<file path="config.mk">
export PLATFORM = sky130hd
export DESIGN_NAME = bm13xx_tx_arbiter
export DESIGN_NICKNAME = d
export VERILOG_FILES = /design/src/rtl/bm13xx_tx_arbiter.sv
export SDC_FILE = /design/constraint.sdc
export NUM_CORES = 1
export LEC_CHECK = 0
export CORE_ASPECT_RATIO = 0.9
export CORE_MARGIN = 8
export CORE_UTILIZATION = 65
export CTS_BUF_LIST = sky130_fd_sc_hd__clkbuf_16
export DETAILED_ROUTE_END_ITERATION = 6
export DONT_BUFFER_PORTS = 1
export PLACE_DENSITY = 0.91
export SYNTH_ARGS = -nofsm -noshare
export SYNTH_HDL_FRONTEND = slang
export SYNTH_SLANG_ARGS = --single-unit
</file>
<file path="constraint.sdc">
create_clock -name clk -period 4 [get_ports clk]
set_input_delay 0.6 -clock clk [delete_from_list [all_inputs] [get_ports clk]]
set_output_delay 0.6 -clock clk [all_outputs]
set_load 0.02 [all_outputs]
</file>
<file path="src/rtl/bm13xx_tx_arbiter.sv">
// bm13xx_tx_arbiter: frame-level arbiter sharing the BM13xx UART TX between command and work byte streams.
module bm13xx_tx_arbiter #(
  parameter int GAP_CYCLES     = 32,
  parameter int CMD_MAX_CONSEC = 4
) (
  input  logic       clk,
  input  logic       rst,
  input  logic       enable,
  input  logic [7:0] cmd_data,
  input  logic       cmd_valid,
  input  logic       cmd_last,
  output logic       cmd_ready,
  input  logic [7:0] work_data,
  input  logic       work_valid,
  input  logic       work_last,
  output logic       work_ready,
  output logic [7:0] tx_data,
  output logic       tx_valid,
  input  logic       tx_ready,
  output logic       busy,
  output logic       frame_done,
  output logic       frame_src
);
  typedef enum logic [1:0] {IDLE, CMD, WORK, GAP} state_t;
  localparam int GW = GAP_CYCLES > 1 ? $clog2(GAP_CYCLES) : 1;
  state_t state;
  logic [GW-1:0] gap_cnt;
  logic [3:0] cmd_streak;
  logic sel_last, last_acc, cmd_win;
  always_comb begin
    tx_valid = state == CMD ? cmd_valid : state == WORK ? work_valid : 1'b0;
    tx_data = state == CMD ? cmd_data : state == WORK ? work_data : 8'h00;
    cmd_ready = state == CMD && tx_ready;
    work_ready = state == WORK && tx_ready;
    sel_last = state == CMD ? cmd_last : work_last;
    last_acc = tx_valid && sel_last && tx_ready;
    cmd_win = cmd_valid && (!work_valid || cmd_streak < 4'(CMD_MAX_CONSEC));
  end
  assign busy = state != IDLE;
  always_ff @(posedge clk) begin
    if (rst) begin
      state <= IDLE;
      gap_cnt <= '0;
      cmd_streak <= 4'd0;
      frame_done <= 1'b0;
      frame_src <= 1'b0;
    end else begin
      frame_done <= 1'b0;
      case (state)
        IDLE: if (enable && (cmd_valid || work_valid)) state <= cmd_win ? CMD : WORK;
        CMD, WORK: if (last_acc) begin
          state <= GAP_CYCLES > 0 ? GAP : IDLE;
          gap_cnt <= GW'(GAP_CYCLES > 0 ? GAP_CYCLES - 1 : 0);
          frame_done <= 1'b1;
          frame_src <= state == WORK;
          // a command streak only matters while work is actually waiting
          cmd_streak <= (state == WORK || !work_valid) ? 4'd0 :
                        cmd_streak == 4'hf ? cmd_streak : cmd_streak + 4'd1;
        end
        GAP: if (gap_cnt == '0) state <= IDLE; else gap_cnt <= gap_cnt - 1'b1;
        default: state <= IDLE;
      endcase
    end
  end
endmodule

</file>
== Yosys cells after proc, flatten, opt, wreduce, memory -nomap -nowiden ==
Index checks and enable logic that the tools add are counted.

* Bits in registers: 13
* Latch bits: 0
* Bits in writable memories: 0
* Memory bits (read-only): 0
* Bits of input ports: 24
* Output and inout port bits: 14
* Word-level logic and storage cells: 54
* Memories: 0

* $add $sub $neg: 2
* $mul: 0
* Div/mod/pow operators: 0
* Magnitude comparators: 1
* Equality and inequality tests: 9
* Shift operators: 0
* Mux-type cells: 16
* Bitwise gates (word level): 1
* Reductions and logical operators: 20

{| class="wikitable"
|+ Operators with widths
! kind !! number
|-
| $mux W8 || 2
|-
| $mux W5 || 2
|-
| $ne A2 B2 Y1 const B || 5
|-
| $pmux W5 S2 || 1
|-
| $reduce_and A3 Y1 || 3
|-
| $mux W2 || 4
|-
| $mux W4 || 2
|-
| $logic_and A1 B1 Y1 || 6
|-
| $pmux W2 S3 || 1
|-
| $logic_not A5 Y1 || 1
|-
| $sub A5 B1 Y5 const B || 1
|-
| $add A4 B1 Y4 const B || 1
|-
| $eq A2 B2 Y1 const B || 2
|-
| $eq A4 B4 Y1 const B || 1
|-
| $lt A4 B3 Y1 const B || 1
|-
| $mux W1 || 4
|-
| $reduce_bool A2 Y1 || 2
|-
| $reduce_or A2 Y1 || 2
|-
| $logic_or A1 B1 Y1 || 3
|-
| $eq A2 B1 Y1 const B || 1
|-
| $logic_not A2 Y1 || 1
|-
| $reduce_and A2 Y1 || 1
|-
| $logic_not A1 Y1 || 1
|-
| $not A1 Y1 || 1
|}

== Depth between registers and ports, before layout ==
* Depth in word-level cells: 7
* Gate-level depth with buffers: 7
* Mapped depth without buffers: 6

== Least setup slack after synthesis ==
Ideal clock, no wire load.

* Path type: register to output
* Start: reg state[1]
* End: out tx_data[6]
* Arrival: 1.417 ns
* Required time: 3.400 ns
* Setup slack: 1.983 ns
* Cell stages (with the launch flop): 6
* Buffers on the path: 2
* Cells stage by stage: dfxtp_1 inv_1 ha_1 buf_4 clkbuf_1 o21ai_0

* Cells in the longest elaborated chain, start to end: 3
* Elaborated cells on any way between the ends: 4
* Those cells by class: eq/ne: 2; mux: 2

{| class="wikitable"
|+ RTL lines
! element !! line !! text
|-
| start, declared || 26 || <nowiki>state_t state;</nowiki>
|-
| start signal, assigned || 50 || <nowiki>IDLE: if (enable && (cmd_valid || work_valid)) state <= cmd_win ? CMD : WORK;</nowiki>
|-
| start signal, assigned || 52 || <nowiki>state <= GAP_CYCLES > 0 ? GAP : IDLE;</nowiki>
|-
| $eq A2 B2 Y1 || 32 || <nowiki>tx_data = state == CMD ? cmd_data : state == WORK ? work_data : 8'h00;</nowiki>
|-
| $mux W8 || 32 ||
|-
| $mux W8 * || 32 ||
|-
| end, declared || 17 || <nowiki>output logic [7:0] tx_data,</nowiki>
|}

Every way passes the cells marked *; elsewhere a longest branch is shown, timed or not.

== Worst setup path after layout ==
* Start: reg state[1]
* End: out tx_data[5]

Same word-level chain as after synthesis.

==> results.ini <==
[outcome]
run_status = completed

[placed_design]
gp_congestion = 0.881
dp.cells = 122
port_buffers = 0
dp_hpwl_um = 2010

[worst_hold_path]
worstHoldPathCells = 1
min-delay-start = rst
min_path_type = in2reg

[cells_and_area]
syn_to_final_growth_pct = 7.95
drive_gt1_share_pct = 10.8
layout_common_cells = dfxtp_1 (13), inv_1 (12), nand2_1 (12)
nFillCells = 104
instances_no_fill = 126
diodes = 0
final_util_pct = 72.9
nets = 142
multiInputGateArea_um2 = 621
final_common_cell = dfxtp_1
ff_latch_area_um2 = 260

[route]
wl_um = 2730
drc_errors = 0
drt-wirelength-per-cell_um = 21.6
ant_nets = 0
drt_iter0_markers = 30
vias = 938
first_pass_iters = 4
viasPerCell = 7.44

[setup_path]
required_ps = 3400
startpoint_type = flop
cp_slowest_cell = nor2b_1
crit_type = reg2out
crit_fanout = 17
crit_path_start = state[1]
path_cells = inv_1, ha_1, nor2b_1, a22o_1
cpPeakStageDelay_ps = 420
endpoint_kind = primary output
reg2regPathDepth = 6
cp.arrival_ps = 1820
r2r-start = state[1]

[sta]
tns_ps = 0
relSlewSlack_pct = 54.2
rsz0062_at_grt = no
worst_pin_slew_ps = 680
min_period_ps = 2420
slew_violations = 0
setup_violations = 0
period_share_pct = 60.5
fin_skew_ps = 4.91
hold_viol_final = 0
max_freq_ghz = 0.413

[clock_network]
clkSinkCount = 13
clock_tree.buffer_depth = 2
holdBufCountCts = 0
clk_pin_slew_ps = 50
cts_tree = built
cts_max_level = 1
cts_resized = 0
clockRootBuffer = clkbuf_16
worstSkewPairLatency_ps = 240
cts_setup_buffers = 0
cts_buffers = 3

[synthesis]
syn-num-nets = 142
netlist.area_leader.share_pct = 27.5
yosys_register_bits = 13
yosysWarnings = 0
synthCells = 112
async_reset_ff_share_pct = 0
synth.area.top_cells = dfxtp_1 (28%), ha_1 (7.9%), a22o_1 (6.5%)
synth_edf_count = 0
yosysUniqueCellTypes = 37
seq_area_frac_synth_pct = 27.5
synth.avg_cell_area_um2 = 8.43
syn_area_um2 = 945
synth_top_area_cell = dfxtp_1
dominantRegCellSynth = dfxtp_1

[global_routing]
grt_pass1_wl_um = 4570
grtUsageTotal_pct = 19.0
grt_max_degree = 18
overflow = 0
grt_pass1_vias = 951
antenna_found_initial = 0

[power_and_ir_drop]
power_leakage_uw = 0.000389
irDropWorstVdd_v = 0.000476
power_density_nw_per_um2 = 790

[floorplanning]
core_area_um2 = 1400
start_util_pct = 67.5
die_y_um = 52.2
die_w_um = 56.2
pin_count = 38
rows = 13
die_area_um2 = 2930

[job]
drv_cap = 0

flip-flops by register name, indices dropped and copies added, names as in the netlist:
| name | cells |
|---|---|
| cmd_streak | 4 |
| frame_done | 1 |
| frame_src | 1 |
| gap_cnt | 5 |
| state | 2 |
synth_stat cells, drive strengths merged (2+ instances only):
library cell   n
a2111oi        2
a22o           7
and3           4
o211ai         2
a21oi          7
ha             6
nand3          4
mux2           3
nor2           2
clkbuf         4
inv           11
dfxtp         13
and2           3
o21ai          7
mux2i          3
nor3           2
nand2         12
nor2b          2
a221oi         3
a211oi         3
through the flow:
stage / cell area (µm²) / hold slack, ps / power, µW / setup WS [ps]
after detailed placement: 941 / 482 / 607 / 1720
final: 1020 / 419 / 806 / 1580
after global routing: 1020 / 415 / 857 / 1460
after global placement: 941 / 471 / 591 / 1850
after CTS: 1020 / 420 / 799 / 1580
after floorplan: 945 / 462 / 544 / 1980
layout make-up:
cell class | count | area share [%]
Sequential cell | 13 | 25.5
Tap cell | 15 | 1.84
Clock inverter | 1 | 0.368
Inverter | 11 | 4.05
Clock buffer | 3 | 7.36
Multi-Input combinational cell | 83 | 60.9
final timing paths:
path,to,slack (ps)
worst min-delay path,cmd_streak[1],420
worst max-delay path,tx_data[5],1580
worst max register to register,state[0],1670
worst min register to register,gap_cnt[1],480
power by group:
| group | switching [µW] | internal, µW |
|---|---|---|
| Sequential | 23.7 | 154 |
| Combinational | 292 | 148 |
| Clock | 56.7 | 132 |
metal layers:
metal	GRT usage (%)	up-vias	wire (µm)
li1	-	418	-
met1	18.7	426	989
met2	30.4	81	1220
met3	12.2	13	440
met4	10.4	0	74
met5	0	-	0
worst max-delay path, delay by kind of cell, from the launching register on:
kind	cells	cell delay (ps)
flops	1	390
buf+inv	1	90
simple gates	1	420
compound gates	1	330
fa+ha+maj	1	360
kinds of logic after synthesis:
family / count (synthesis) / synth area share, %
mux: 6 / 6.75
simple gates: 35 / 20.7
flops: 13 / 27.5
compound gates: 36 / 30.3
fa+ha+maj: 6 / 7.95
buf+inv: 16 / 6.75
No activity file was read; power rests on OpenSTA's default activity.
